## src/rtl/block_to_frame_scan.sv

```systemverilog
// Walks every pixel of one 32x32 block in raster order as frame (x,y) + in-block offset; first pixel row+2 cycles after start (1 with BLOCK_SCAN_DIRECT_DIV_EN).
// One pixel per valid/ready handshake at full rate; outputs hold while out_ready is low; start is ignored while busy.
module block_to_frame_scan #(
    parameter int BLOCKS_X = 20,
    parameter int BLOCKS_Y = 15
) (
    input  logic       clk,
    input  logic       reset,
    input  logic       start,
    input  logic [8:0] block_coord,
    input  logic       out_ready,
    output logic       out_valid,
    output logic [9:0] frame_x,
    output logic [9:0] frame_y,
    output logic [9:0] inblock_coord,
    output logic       busy,
    output logic       done,
    output logic       err
);
    localparam logic [9:0] NUM_BLOCKS = 10'(BLOCKS_X * BLOCKS_Y);
    localparam logic [8:0] BX         = 9'(BLOCKS_X);

    typedef enum logic [1:0] {IDLE, DIV, SCAN} state_t;

    state_t     state_q;
    logic       out_valid_q, busy_q, done_q, err_q;
    logic [9:0] frame_x_q, frame_y_q, ib_q;
    logic [9:0] col_base_q, row_base_q;
    logic [9:0] ib_d, first_x_d, first_y_d;
    logic       in_range;

    assign in_range = {1'b0, block_coord} < NUM_BLOCKS;
    assign ib_d     = ib_q + 10'd1;

`ifdef BLOCK_SCAN_DIRECT_DIV_EN
    logic [8:0] quo, rmd;
    assign quo       = block_coord / BX;
    assign rmd       = block_coord % BX;
    assign first_x_d = {1'b0, rmd} << 5;
    assign first_y_d = {1'b0, quo} << 5;
`else
    // rem_q ends as the block column once it drops below BLOCKS_X
    logic [8:0] rem_q, row_q;
    assign first_x_d = {1'b0, rem_q} << 5;
    assign first_y_d = {1'b0, row_q} << 5;
`endif

    always_ff @(posedge clk or posedge reset) begin
        if (reset) begin
            state_q     <= IDLE;
            out_valid_q <= 1'b0;
            busy_q      <= 1'b0;
            done_q      <= 1'b0;
            err_q       <= 1'b0;
            frame_x_q   <= '0;
            frame_y_q   <= '0;
            ib_q        <= '0;
            col_base_q  <= '0;
            row_base_q  <= '0;
`ifndef BLOCK_SCAN_DIRECT_DIV_EN
            rem_q       <= '0;
            row_q       <= '0;
`endif
        end else begin
            done_q <= 1'b0;
            err_q  <= 1'b0;
            case (state_q)
                IDLE: begin
                    if (start) begin
                        if (!in_range) begin
                            err_q <= 1'b1;
                        end else begin
                            busy_q <= 1'b1;
`ifdef BLOCK_SCAN_DIRECT_DIV_EN
                            state_q     <= SCAN;
                            out_valid_q <= 1'b1;
                            col_base_q  <= first_x_d;
                            row_base_q  <= first_y_d;
                            frame_x_q   <= first_x_d;
                            frame_y_q   <= first_y_d;
                            ib_q        <= '0;
`else
                            state_q <= DIV;
                            rem_q   <= block_coord;
                            row_q   <= '0;
`endif
                        end
                    end
                end
                DIV: begin
`ifndef BLOCK_SCAN_DIRECT_DIV_EN
                    if (rem_q >= BX) begin
                        rem_q <= rem_q - BX;
                        row_q <= row_q + 9'd1;
                    end else begin
                        state_q     <= SCAN;
                        out_valid_q <= 1'b1;
                        col_base_q  <= first_x_d;
                        row_base_q  <= first_y_d;
                        frame_x_q   <= first_x_d;
                        frame_y_q   <= first_y_d;
                        ib_q        <= '0;
                    end
`else
                    state_q <= IDLE;
`endif
                end
                SCAN: begin
                    if (out_ready) begin
                        if (ib_q == 10'd1023) begin
                            state_q     <= IDLE;
                            out_valid_q <= 1'b0;
                            busy_q      <= 1'b0;
                            done_q      <= 1'b1;
                        end else begin
                            ib_q      <= ib_d;
                            frame_x_q <= col_base_q + {5'b0, ib_d[4:0]};
                            frame_y_q <= row_base_q + {5'b0, ib_d[9:5]};
                        end
                    end
                end
                default: state_q <= IDLE;
            endcase
        end
    end

    assign out_valid     = out_valid_q;
    assign frame_x       = frame_x_q;
    assign frame_y       = frame_y_q;
    assign inblock_coord = ib_q;
    assign busy          = busy_q;
    assign done          = done_q;
    assign err           = err_q;
endmodule

```

## config.mk

```make
export PLATFORM = sky130hd
export DESIGN_NAME = block_to_frame_scan
export DESIGN_NICKNAME = d
export VERILOG_FILES = /design/src/rtl/block_to_frame_scan.sv
export SDC_FILE = /design/constraint.sdc
export NUM_CORES = 1
export LEC_CHECK = 0
export BUFFER_PORTS_ARGS = -buffer_cell sky130_fd_sc_hd__buf_4
export CAP_MARGIN = 20
export CORE_UTILIZATION = 62
export CTS_BUF_LIST = sky130_fd_sc_hd__clkbuf_4
export DETAILED_ROUTE_END_ITERATION = 12
export PLACE_DENSITY_LB_ADDON = 0.2
export SLEW_MARGIN = 20
export SYNTH_ARGS = -nofsm -noshare
export SYNTH_HDL_FRONTEND = slang
export SYNTH_SLANG_ARGS = --single-unit
```

## constraint.sdc

```tcl
create_clock -name clk -period 4.29 [get_ports clk]
set_clock_uncertainty 0.2 [all_clocks]
set_input_delay 0.429 -clock clk [delete_from_list [all_inputs] [get_ports clk]]
set_output_delay 0.429 -clock clk [all_outputs]
set_load 0.005 [all_outputs]
```

======== Word level (Yosys, flattened, before mapping) ========
Index checks and enable logic that the tools add are counted.
cells by class
  mux-type cells .......................... 39
  order comparisons ....................... 2
  reductions and logical operators ........ 10
  bitwise operators ....................... 1
  add/subtract/negate cells ............... 5
  eq/ne operators ......................... 10
operator list
  cell                     count
  $mux W10                 9
  $pmux W10 S2             3
  $mux W9                  6
  $pmux W9 S2              2
  $add A10 B5 Y10          2
  $ne A2 B2 Y1 const B     7
  $reduce_and A4 Y1        3
  $mux W1                  11
  $add A10 B1 Y10 const B  1
  $eq A10 B10 Y1 const B   1
  $mux W2                  5
  $reduce_and A5 Y1        2
  $add A9 B1 Y9 const B    1
  $ge A9 B5 Y1 const B     1
  $lt A9 B9 Y1 const B     1
  $sub A9 B5 Y9 const B    1
  $pmux W2 S3              1
  $reduce_bool A2 Y1       3
  $pmux W1 S2              2
  $eq A2 B1 Y1 const B     1
  $eq A2 B2 Y1 const B     1
  $logic_not A2 Y1         1
  $reduce_and A2 Y1        1
  $not A1 Y1               1
storage, ports and cells
  bits in registers ....................... 64
  output and inout bits ................... 34
  logic and storage cells ................. 79

======== Depth between registers and ports, before layout ========
  depth after elaboration ................. 5
  mapped depth ............................ 8
  depth with buffers taken out ............ 8

======== Worst setup path before layout ========
Ideal clock, no wire load.
  path type ............................... flip-flop to flip-flop
  start ................................... register rem_q[5]
  end ..................................... register col_base_q[5]
  required time ........................... 3965 ps
  setup time .............................. 125 ps
  path buffers ............................ 1
  setup slack ............................. 2123 ps
  stages on the path, launching flop included .. 5
  arrival time ............................ 1842 ps
  cell sequence ........................... dfrtp_1 -> or4_4 -> nor4_1 -> buf_4 -> mux2_2
between the ends
  longest elaborated chain between the ends .. 3
RTL lines
  element                             RTL line  source
  start, declared                     43        logic [8:0] rem_q, row_q;
  start signal, assigned              84        rem_q <= block_coord;
  start signal, assigned              93        rem_q <= rem_q - BX;
  $ge A9 B5 Y1                        92        if (rem_q >= BX) begin
  $not A1 Y1 (no source line)         n/a
  $reduce_and A2 Y1 (no source line)  n/a
  end signal, assigned                98        col_base_q <= first_x_d;
  end, declared                       28        logic [9:0] col_base_q, row_base_q;
No other way between the ends.
A chain may end at the register's enable or synchronous reset.

==> out/results.tsv <==
stage	metric	value	unit
worst_setup_path	critPathArrivalTime	2900	ps
drt	post-route-drc-count	0	
power_and_ir_drop	p_leak	0.00138	uW
logic_synthesis	ys_ff_latch	50	
logic_synthesis	synth-xor-area-share	0.344	%
sta	tightest_slew	826	ps
grt	grt_pass1_vias	1903	
floorplanning	core	0.00380	mm2
sta	whs	-30.5	ps
worst_setup_path	crit_slowest_cell	a21boi_4	
worst_setup_path	endpoint_kind	register	
sta	rsz0062_at_grt	no	
grt	grt_pass1_wl	8.71	mm
finish	area_growth	15.2	%
floorplanning	placementRows	22	
power_and_ir_drop	p_per_area	566	mW/mm2
finish	layout_common_cells	dfrtp_1 (50), buf_4 (48), nand2_1 (26)	
grt	grt.busiest_layer	met2	
power_and_ir_drop	netSwitchingPower	612	uW
power_and_ir_drop	share_seq_of_total_power	46.8	%
logic_synthesis	syn_inst	250	
worst_setup_path	path_cells	ha_1 -> nand4_1 -> o311ai_2 -> a21boi_4 -> o21ai_0 -> o31ai_1	
logic_synthesis	synth.net_count	267	
clock_network	cts_tree	yes	
finish	seqCellArea	0.00125	mm2
status	outcome	finished, violations left	
logic_synthesis	synthSimpleGateAreaFrac	15.4	%
logic_synthesis	synth_ff_type	dfrtp_1	
floorplanning	die_w	66.1	um
status	violations	negative hold slack	
hold_path	hold_class	in2async	
logic_synthesis	yosysWarningCount	0	
sta	drv_slew	0	
floorplanning	start_util	67.0	%
grt	track_usage	26.7	%
floorplanning	die_y	66.1	um
clock_network	ctsHtreeMaxLevel	2	
place	gp_congestion	0.837	
logic_synthesis	synth_top_family_by_area	compound AO/OA/AOI/OAI gates	
clock_network	cts_buffers	5	
power_and_ir_drop	power_frac_clock	16.0	%
logic_synthesis	synth_cell_types	50	
drt	drt_iter0_drc	214	
floorplanning	fp.dieArea	0.00436	mm2
logic_synthesis	synth_edf_count	0	
sta	max_freq	355	MHz
drt	routed_wl	5.22	mm
sta	fin_crit_sh	65.6	%
drt	wire_per_inst	15.7	um
power_and_ir_drop	ir_drop	0.000397	V
finish	final_core_util	77.1	%
logic_synthesis	async_flop_share	100	%
clock_network	cts_hold_buf	0	
sta	setup_viol	0	
floorplanning	io_pins	47	
power_and_ir_drop	p_int	1050	uW
grt	met2_usage	45.9	%
logic_synthesis	synth_seq_area_share	49.2	%
clock_network	post_cts_buffers	0	
worst_setup_path	start_kind	register	
sta	fin_crit	2810	ps
power_and_ir_drop	swShare	36.9	%
drt	drtPass1Iterations	4	
worst_setup_path	path_class	reg2reg	
place	dp_hpwl	3.67	mm
grt	grt_max_degree	51	
logic_synthesis	avgSynthCellArea	10.2	um2
drt	ant_nets	0	
finish	final_nets	302	
drt	viasPerCell	6.08	
sta	timing.setup.tns	0	ps
clock_network	clk_path_buf_depth	2	
sta	slew_headroom	44.9	%
finish	fill_cells	265	
drt	vias	2024	
grt	met1_usage	33.7	%
logic_synthesis	synthAdderAreaFrac	1.97	%
clock_network	clk_pin_slew	140	ps
clock_network	clkLatencyLatePin	370	ps
worst_setup_path	required	4380	ps
grt	antenna_found_initial	0	
grt	overflow	0	
sta	finalHoldViolations	40	
logic_synthesis	synth_compound_area_share	18.2	%
flow_run	max-cap-violations	0	
finish	drive_gt1_share	27.0	%
clock_network	ctsResizeCount	0	
grt	grtUsageMet3	4.83	%
power_and_ir_drop	combinationalPowerShare	37.2	%
finish	final_common_cell	dfrtp_1	
clock_network	clock-root-buffer	clkbuf_4	
logic_synthesis	synth_area	0.00254	mm2
finish	multi_input_area	0.00115	mm2
finish	diodes	0	
clock_network	cts.sinks	50	
logic_synthesis	synthMuxAreaShare	8.85	%
worst_setup_path	crit_fanout	31	
place	port_buffers	46	
worst_setup_path	slowest_delay	730	ps
## cells by family after synthesis
family	Yosys count
and+or+nand+nor	75
muxes	21
buffers and inverters	29
xor gates and xnor gates	1
DFF	50
adders and majority gates	4
AOI/OAI and AO/OA	70
## registers in the layout (all words and copies together), names as in the netlist
| register | count |
|---|---|
| col_base_q | 5 |
| row_base_q | 5 |
| row_q | 5 |
| rem_q | 9 |
| out_valid | 1 |
| busy | 1 |
| done | 1 |
| state_q | 2 |
| frame_y | 10 |
| frame_x | 10 |
| err | 1 |
## per-layer routing
metal / wire (um) / vias to the layer above
li1: - / 960
met1: 2260 / 988
met2: 2590 / 64
met3: 286 / 12
met4: 84 / 0
met5: 0 / -
## final timing paths
kind / to / depth (start not counted) / from / slack (ps)
worst min register to register: frame_x[5] / 2 / frame_x[5] / 300
min in group clk: rem_q[1] / 3 / block_coord[1] / 40
worst max register to register: frame_y[4] / 6 / frame_x[0] / 1480
max in group asynchronous: row_q[1] / 2 / reset / 3420
worst max-delay path: frame_y[4] / 6 / frame_x[0] / 1480
worst min-delay path: frame_y[1] / 2 / reset / -30
## synthesized netlist by cell type, types with 3 or more instances
library cell  instances  area, um2
dfrtp_1              50       1250
nand2_1              26       97.6
o21ai_0              25        125
nor2_1               15       56.3
mux2_2               12        135
buf_4                11       82.6
a21oi_1               9       45.0
inv_1                 9       33.8
mux2i_1               9       90.1
nand3_1               6       30.0
o21ai_1               6       30.0
o31ai_1               6       45.0
clkbuf_1              5       18.8
ha_1                  4       50.1
nand4_1               4       25.0
nor2b_1               4       25.0
nor3_1                4       20.0
buf_2                 3       15.0
o21a_1                3       22.5
## stage by stage
step | power, uW | hold WS (ps) | cells | instance area (um2) | setup WS, ps
after floorplan | 1200 | 273 | 250 | 2540 | 2120
after global placement | 1370 | 266 | 326 | 2850 | 1370
after detailed placement | 1400 | 272 | 326 | 2850 | 1240
after CTS | 1660 | 42.2 | 333 | 2920 | 1220
after global routing | 1790 | 21.3 | 333 | 2930 | 1290
final | 1660 | -30.5 | 333 | 2930 | 1480
## power groups by stage
stage	clock network, uW	registers [uW]	logic [uW]
global route	287	803	696
finish	264	776	617
CTS	265	776	615
global placement	0	778	594
floorplan	0	740	456
detailed placement	0	788	612
## area by class of cell
type	instances	share of cell area [%]
Timing Repair Buffer	48	12.3
Clock inverter	2	1.15
Clock buffer	5	1.28
Multi-Input combinational cell	171	39.3
Tap cell	48	2.05
Inverter	9	1.20
Sequential cell	50	42.7
## critical path: cells and delay by family (launching register included)
family / cells / cell delay, ps
DFF: 1 / 470
AOI/OAI and AO/OA: 4 / 1650
and+or+nand+nor: 1 / 140
adders and majority gates: 1 / 260
Power figures use the tool's default switching activity.
